### config.mk
export PLATFORM = sky130hd
export DESIGN_NAME = uart_tx_arbiter_flat
export DESIGN_NICKNAME = d
export VERILOG_FILES = /design/src/rtl/uart_tx_arbiter_if.sv /design/src/rtl/uart_tx_arbiter.sv /design/src/flat_wrapper.sv
export SDC_FILE = /design/constraint.sdc
export NUM_CORES = 1
export LEC_CHECK = 0
export ABC_CLOCK_PERIOD_IN_PS = 1900
export CAP_MARGIN = 5
export CORE_MARGIN = 5
export CORE_UTILIZATION = 42
export DETAILED_ROUTE_END_ITERATION = 8
export GPL_TIMING_DRIVEN = 1
export PLACE_DENSITY_LB_ADDON = 0.05
export SLEW_MARGIN = 20
export SYNTH_ARGS = -nofsm -noshare
export SYNTH_HDL_FRONTEND = slang
export SYNTH_SLANG_ARGS = --single-unit
### constraint.sdc
create_clock -name clk -period 1.9 [get_ports clk]
set_clock_uncertainty 0.2 [all_clocks]
set_input_delay 0.57 -clock clk [delete_from_list [all_inputs] [get_ports clk]]
set_output_delay 0.57 -clock clk [all_outputs]
set_load 0.02 [all_outputs]
### src/rtl/uart_tx_arbiter_if.sv
// uart_tx_arbiter_if: requester-side handshake plus UART strobe/busy bundle.
// master = requesters and uart environment, slave = the arbiter.
interface uart_tx_arbiter_if #(
    parameter int NREQ = 2
);
    logic [NREQ-1:0]   req;
    logic [8*NREQ-1:0] req_data;
    logic [NREQ-1:0]   lock;
    logic [NREQ-1:0]   ack;
    logic [NREQ-1:0]   grant;
    logic              uart_wr;
    logic [7:0]        uart_dat;
    logic              uart_busy;
    logic              timeout_err;

    modport master (
        output req, req_data, lock, uart_busy,
        input  ack, grant, uart_wr, uart_dat, timeout_err
    );

    modport slave (
        input  req, req_data, lock, uart_busy,
        output ack, grant, uart_wr, uart_dat, timeout_err
    );
endinterface

### src/rtl/uart_tx_arbiter.sv
// uart_tx_arbiter: round-robin sharing of one UART transmitter per byte.
// Define UART_ARB_LOCK_EN to enable per-requester burst lock.
module uart_tx_arbiter #(
    parameter int NREQ         = 2,
    parameter int BUSY_TIMEOUT = 16
) (
    input logic              clk,
    input logic              rstn,
    uart_tx_arbiter_if.slave bus
);

    localparam int PW = (NREQ > 1) ? $clog2(NREQ) : 1;
    localparam int CW = $clog2(BUSY_TIMEOUT) + 1;
    localparam logic [CW-1:0] CNT_LAST = CW'(BUSY_TIMEOUT - 1);

    typedef enum logic [1:0] {IDLE, WAIT_HI, WAIT_LO} state_t;

    state_t          state_q, state_d;
    logic [PW-1:0]   ptr_q, ptr_d;
    logic [PW-1:0]   win;
    logic [CW-1:0]   cnt_q, cnt_d;
    logic [NREQ-1:0] elig;
    logic [NREQ-1:0] ack_q, ack_d;
    logic [NREQ-1:0] grant_q, grant_d;
    logic            wr_q, wr_d;
    logic            to_q, to_d;
    logic [7:0]      dat_q, dat_d;
    logic            found;
    logic            start;

`ifdef UART_ARB_LOCK_EN
    logic [PW-1:0] own_q, own_d;
    logic          hold_q, hold_d;
    logic          held;

    assign held = hold_q & bus.lock[own_q];
`else
    logic unused_lock;

    assign unused_lock = ^bus.lock;
`endif

    // Search from the pointer and wrap, so the last winner goes last.
    always_comb begin
        elig = bus.req;
`ifdef UART_ARB_LOCK_EN
        if (held) elig = bus.req & (NREQ'(1) << own_q);
`endif
        found = 1'b0;
        win   = '0;
        for (int i = 0; i < NREQ; i++) begin
            if (!found && elig[(int'(ptr_q) + i) % NREQ]) begin
                found = 1'b1;
                win   = PW'((int'(ptr_q) + i) % NREQ);
            end
        end
    end

    assign start = found & ~bus.uart_busy;

    always_comb begin
        state_d = state_q;
        unique case (state_q)
            IDLE: begin
                if (start) state_d = WAIT_HI;
            end
            WAIT_HI: begin
                if (bus.uart_busy)          state_d = WAIT_LO;
                else if (cnt_q == CNT_LAST) state_d = IDLE;
            end
            WAIT_LO: begin
                if (!bus.uart_busy) state_d = IDLE;
            end
            default: state_d = IDLE;
        endcase
    end

    always_comb begin
        ack_d   = '0;
        wr_d    = 1'b0;
        to_d    = 1'b0;
        grant_d = grant_q;
        dat_d   = dat_q;
        ptr_d   = ptr_q;
        cnt_d   = cnt_q;
`ifdef UART_ARB_LOCK_EN
        own_d   = own_q;
        hold_d  = hold_q;
`endif
        unique case (state_q)
            IDLE: begin
                cnt_d = '0;
`ifdef UART_ARB_LOCK_EN
                if (!held) hold_d = 1'b0;
`endif
                if (start) begin
                    wr_d    = 1'b1;
                    dat_d   = bus.req_data[8*int'(win) +: 8];
                    ack_d   = NREQ'(1) << win;
                    grant_d = NREQ'(1) << win;
                    ptr_d   = (int'(win) == NREQ - 1) ? '0 : win + 1'b1;
`ifdef UART_ARB_LOCK_EN
                    own_d   = win;
`endif
                end
            end
            WAIT_HI: begin
                if (bus.uart_busy) begin
                    cnt_d = '0;
                end else if (cnt_q == CNT_LAST) begin
                    // Byte stays acked; the requester has already moved on.
                    to_d    = 1'b1;
                    grant_d = '0;
                    cnt_d   = '0;
`ifdef UART_ARB_LOCK_EN
                    hold_d  = 1'b0;
`endif
                end else begin
                    cnt_d = cnt_q + 1'b1;
                end
            end
            WAIT_LO: begin
                if (!bus.uart_busy) begin
                    grant_d = '0;
`ifdef UART_ARB_LOCK_EN
                    hold_d  = bus.lock[own_q];
`endif
                end
            end
            default: begin
                grant_d = '0;
            end
        endcase
    end

    always_ff @(posedge clk or negedge rstn) begin
        if (!rstn) begin
            state_q <= IDLE;
            ptr_q   <= '0;
            cnt_q   <= '0;
            ack_q   <= '0;
            grant_q <= '0;
            wr_q    <= 1'b0;
            dat_q   <= '0;
            to_q    <= 1'b0;
`ifdef UART_ARB_LOCK_EN
            own_q   <= '0;
            hold_q  <= 1'b0;
`endif
        end else begin
            state_q <= state_d;
            ptr_q   <= ptr_d;
            cnt_q   <= cnt_d;
            ack_q   <= ack_d;
            grant_q <= grant_d;
            wr_q    <= wr_d;
            dat_q   <= dat_d;
            to_q    <= to_d;
`ifdef UART_ARB_LOCK_EN
            own_q   <= own_d;
            hold_q  <= hold_d;
`endif
        end
    end

    assign bus.ack         = ack_q;
    assign bus.grant       = grant_q;
    assign bus.uart_wr     = wr_q;
    assign bus.uart_dat    = dat_q;
    assign bus.timeout_err = to_q;

endmodule

### src/flat_wrapper.sv
// flat-port wrapper written by rule: the top's interface ports become plain ports
module uart_tx_arbiter_flat 
#(
    parameter int NREQ         = 2,
    parameter int BUSY_TIMEOUT = 16
)
  (clk, rstn, bus_req, bus_req_data, bus_lock, bus_uart_busy, bus_ack, bus_grant, bus_uart_wr, bus_uart_dat, bus_timeout_err);
  uart_tx_arbiter_if #(.NREQ(NREQ)) bus_i ();
  input logic clk;
  input logic rstn;
  input wire logic [$bits(bus_i.req)-1:0] bus_req;
  input wire logic [$bits(bus_i.req_data)-1:0] bus_req_data;
  input wire logic [$bits(bus_i.lock)-1:0] bus_lock;
  input wire logic [$bits(bus_i.uart_busy)-1:0] bus_uart_busy;
  output wire logic [$bits(bus_i.ack)-1:0] bus_ack;
  output wire logic [$bits(bus_i.grant)-1:0] bus_grant;
  output wire logic [$bits(bus_i.uart_wr)-1:0] bus_uart_wr;
  output wire logic [$bits(bus_i.uart_dat)-1:0] bus_uart_dat;
  output wire logic [$bits(bus_i.timeout_err)-1:0] bus_timeout_err;
  assign bus_i.req = bus_req;
  assign bus_i.req_data = bus_req_data;
  assign bus_i.lock = bus_lock;
  assign bus_i.uart_busy = bus_uart_busy;
  assign bus_ack = bus_i.ack;
  assign bus_grant = bus_i.grant;
  assign bus_uart_wr = bus_i.uart_wr;
  assign bus_uart_dat = bus_i.uart_dat;
  assign bus_timeout_err = bus_i.timeout_err;
  uart_tx_arbiter #(.NREQ(NREQ), .BUSY_TIMEOUT(BUSY_TIMEOUT)) u_core (.clk(clk), .rstn(rstn), .bus(bus_i));
endmodule
* Word level (Yosys, flattened, before mapping)
Index checks and enable logic that the tools add are counted.
Storage, ports and cells: flip-flop bits (word level) 22, latch bits 0, bits in writable memories 0, ROM bits 0, logic and storage cells 61, memories kept 0
Operators by class: add/sub/neg operators 3, multiply operators 0, divide/modulo/power cells 0, magnitude comparators 2, eq/ne operators 8, shift operators 2, muxes and demuxes 28, bitwise gates (word level) 3, reduce and logical (&&, ||, !) cells 7
Operators by type and width (count):
- two-way mux 2 bit | 8
- indexed part select 16 x 5 -> 8 bit | 1
- two-way mux 1 bit | 15
- one-hot mux 2 bit (3 select lines) | 2
- two-way mux 5 bit | 2
- one-hot mux 5 bit (2 select lines) | 1
- adder 5 x 1 -> 5 bit (second input constant) | 1
- equality test 5 x 4 -> 1 bit (second input constant) | 1
- inequality test 2 x 1 -> 1 bit (second input constant) | 2
- inequality test 2 bit (second input constant) | 2
- AND reduction 4 bit | 1
- less-than comparator 2 x 3 -> 1 bit (second input constant) | 1
- inequality test 3 x 2 -> 1 bit (second input constant) | 1
- AND reduction 3 bit | 1
- adder 1 bit (second input constant) | 2
- equality test 2 x 1 -> 1 bit (second input constant) | 1
- equality test 2 bit (second input constant) | 1
- zero test 2 bit | 1
- less-than comparator 1 x 2 -> 1 bit (second input constant) | 1
- AND reduction 2 bit | 1
- nonzero test 2 bit | 1
- << shifter 1 x 1 -> 2 bit (first input constant) | 1
- AND 1 bit | 1
- AND 1 bit (first input constant) | 1
- other kinds (3) | 3

* Longest topological paths before layout
depth in word-level cells 10, gate-level depth with buffers 5

* Worst setup path after synthesis
Ideal clock, no wire load.
path type input to register, start point input port bus_uart_busy, end point register u_core.dat_q[0], in the netlist u_core.bus.uart_dat[0], arrival time 1.209 ns, slack 0.356 ns, stages 5, buffers on the path 1, cell sequence nor3_1 > o21ai_2 > buf_2 > nand2_1 > o21ai_0
On the way: word-level cells in the longest chain between the ends 3
RTL lines:
- from (decl) | line flat_wrapper.sv:14 | input wire logic [$bits(bus_i.uart_busy)-1:0] bus_uart_busy;
- inverter 1 bit | line uart_tx_arbiter.sv:59 | assign start = found & ~bus.uart_busy;
- AND 1 bit | line uart_tx_arbiter.sv:59
- AND reduction 2 bit (no line)
- to (signal assigned) | line uart_tx_arbiter.sv:157 | dat_q <= dat_d;
- to (decl) | line uart_tx_arbiter.sv:27 | logic [7:0] dat_q, dat_d;
No other way between the ends. A chain may end at the register's enable or synchronous reset.

* Worst setup path in the final report
start point input port bus_uart_busy, end point register u_core.dat_q[3], in the netlist u_core.bus.uart_dat[3]
The elaborated chain is that of the path after synthesis.

==> qor.yml <==
drt-initial-drc-count: 2
hold_violations: 0
cts_tree: "done"
reg2reg_depth: 4
final-setup-viol-count: 0
ys_seq_elements: 22
insertedDiodeCount: 0
cts_buffers: 3
vdd_ir_drop_max_v: 0.000811
start_util_pct: 43.9
fin_hold_ws_ns: 0.289
outcome: "finished clean"
cts-root-buf: "clkbuf_4"
worstHoldPathType: "reg -> reg"
ant_nets: 0
cts_hold_buf: 0
clockBufferDepth: 2
min_path_cells: 2
hold_start: "u_core.bus.uart_dat[1]"
hpwl_um: 1690
synthCells: 87
grt_setup_unrepaired: "false"
crit_required_ns: 1.92
clk_pin_slew_ns: 0.12
design_area_mm2: 0.00143
yosysUniqueCellTypes: 27
dr.pass1.iters: 4
post-route-util_pct: 64.6
via_count: 801
crit_type: "in -> reg"
cp_data_arrival_time_ns: 1.83
slowest_delay_ns: 0.46
postPlaceCellArea_mm2: 0.00141
ios: 37
r2r_setup_slack_ns: 0.26
finalCriticalPeriod_ns: 1.81
core_area_mm2: 0.00221
crit_chain: "clkdlybuf4s50_1, nor3_1, o21ai_2, buf_12, o21ai_0"
syn-num-nets: 111
post-route-period-util_pct: 95.2
synthesis.area_um2: 972
rr_endpoint: "u_core.bus.uart_dat[3]"
fin_tns_setup_ns: 0
vias_per_cell: 5.01
place_congestion: 0.652
die_w_um: 58.1
dp_slack_ns: -0.212
path_max_fanout: 18
syn2layout_area_growth_pct: 47.1
rr_startpoint: "u_core.state_q[1]"
antenna_found_initial: 0
port_buffers: 34
die_y_um: 58.1
rows: 17
drv_slew: 0
relSlewSlack_pct: 72.2
maxCapViolCount: 0
crit_path_start_kind: "input port"
syn_avg_cell_area_um2: 11.2
grt_max_degree: 23
slowest_stage: "clkdlybuf4s50_1"
fmax_mhz: 553
fin_cells: 160
ys_seq_area_share_pct: 56.6
p_total_mw: 1.72
wire_per_inst_um: 13.4
grt_use_total_pct: 14.5
fillCellCount: 210
clock_sinks: 22
grt_pass1_vias: 880
power_leakage_nw: 0.742
postCtsSetupRepairBufs: 0
tightestPinTransition_ns: 0.414
clock_latency_ns: 0.31
fin_ws_ns: 0.0920
critPathCaptureType: "flip-flop"
drc_errors: 0
wl_um: 2150
grt_pass1_wl_um: 3720
drive_above_1_share_pct: 14.4
ys_warn_count: 0
dieArea_mm2: 0.00338
nets: 157
dp.cells: 156
mostFrequentLayoutCells: "dfrtp_1 (22), clkdlybuf4s50_1 (20), dlygate4sd2_1 (14)"
final_common_cell: "dfrtp_1"
gr-total-overflow: 0
power.density_mw_per_mm2: 1200
htreeDepth: 1
worst_hold_path.endpoint: "u_core.bus.uart_dat[1]"
==> power breakdown <==
| group | leakage [nW] | switching [mW] | internal, mW |
|---|---|---|---|
| sequential | 0.286 | 0.102 | 0.621 |
| combinational | 0.436 | 0.391 | 0.341 |
| clock | 0.0210 | 0.144 | 0.117 |
==> state kept, by name, summed over array words and instances (netlist names) <==
signal	cells
u_core.bus.uart_dat	8
u_core.bus.timeout_err	1
u_core.ptr_q	1
u_core.state_q	2
u_core.bus.uart_wr	1
u_core.cnt_q	5
u_core.bus.grant	2
u_core.bus.ack	2
==> cell type report <==
| cell class | count | area (µm²) | share of cell area (%) |
|---|---|---|---|
| Sequential cell | 22 | 551 | 38.5 |
| Multi-Input combinational cell | 59 | 387 | 27.0 |
| Inverter | 3 | 11.3 | 0.787 |
| Timing Repair Buffer | 44 | 410 | 28.7 |
| Tap cell | 28 | 35.0 | 2.45 |
| Clock buffer | 4 | 36.3 | 2.54 |
==> routing by layer <==
layer / routed length, µm / GRT usage, % / share of wire, %
met1: 880 / 16.7 / 41
met2: 1130 / 25.8 / 53
met3: 118 / 2.90 / 5.5
met4: 14 / 5.96 / 0.65
met5: 0 / 0 / 0
==> worst max-delay path by stage <==
stage          cells past startpoint  slack [ns]                    from                      to
6_report                           5        0.09           bus_uart_busy  u_core.bus.uart_dat[3]
5_1_grt                            5        0.02           bus_uart_busy  u_core.bus.uart_dat[3]
4_1_cts                            1        0.08  u_core.bus.uart_dat[6]         bus_uart_dat[6]
3_5_place_dp                       5       -0.21           bus_uart_busy  u_core.bus.uart_dat[3]
3_3_place_gp                       6       -0.19              bus_req[0]  u_core.bus.uart_dat[7]
2_1_floorplan                      5        0.36           bus_uart_busy  u_core.bus.uart_dat[0]
==> Yosys cell counts <==
master | number | area (µm²)
a21o_1 | 3 | 22.5
a22o_1 | 1 | 8.76
a31oi_1 | 1 | 6.26
and3_1 | 2 | 12.5
buf_2 | 1 | 5.00
buf_4 | 1 | 7.51
buf_6 | 1 | 11.3
dfrtp_1 | 22 | 551
ha_1 | 1 | 12.5
inv_1 | 3 | 11.3
mux2i_1 | 8 | 80.1
nand2_1 | 13 | 48.8
nand3_1 | 1 | 5.00
nand3b_1 | 1 | 7.51
nand4b_1 | 1 | 8.76
nor2_1 | 4 | 15.0
nor3_1 | 2 | 10.0
nor3b_2 | 1 | 12.5
nor4_1 | 1 | 6.26
o21a_1 | 1 | 7.51
o21ai_0 | 9 | 45.0
o21ai_1 | 3 | 15.0
o21ai_2 | 2 | 17.5
o221ai_1 | 1 | 8.76
o41ai_2 | 1 | 16.3
or3b_4 | 1 | 11.3
xnor2_1 | 1 | 8.76
==> worst max-delay path: cells and delay by family <==
family | cells | cell delay, ns
compound gates | 2 | 0.33
buf+inv | 2 | 0.63
simple gates | 1 | 0.30
==> cell families (layout without fill, tap and decap cells) <==
group	count (synthesis)	count (layout)	share of synthesized area, %
buf+inv	6	51	3.60
flops	22	22	56.6
simple gates	27	27	14.2
fa+ha+maj	1	1	1.29
mux	8	8	8.24
xor+xnor	1	1	0.901
compound gates	22	22	15.2
==> what timing repair did <==
action | in CTS | in global routing
hold endpoints to repair | 0 | 0
gates resized for setup | 14 | 0
setup endpoints to repair | 14 | 0
Note: power is estimated with default switching activity, not from simulation.
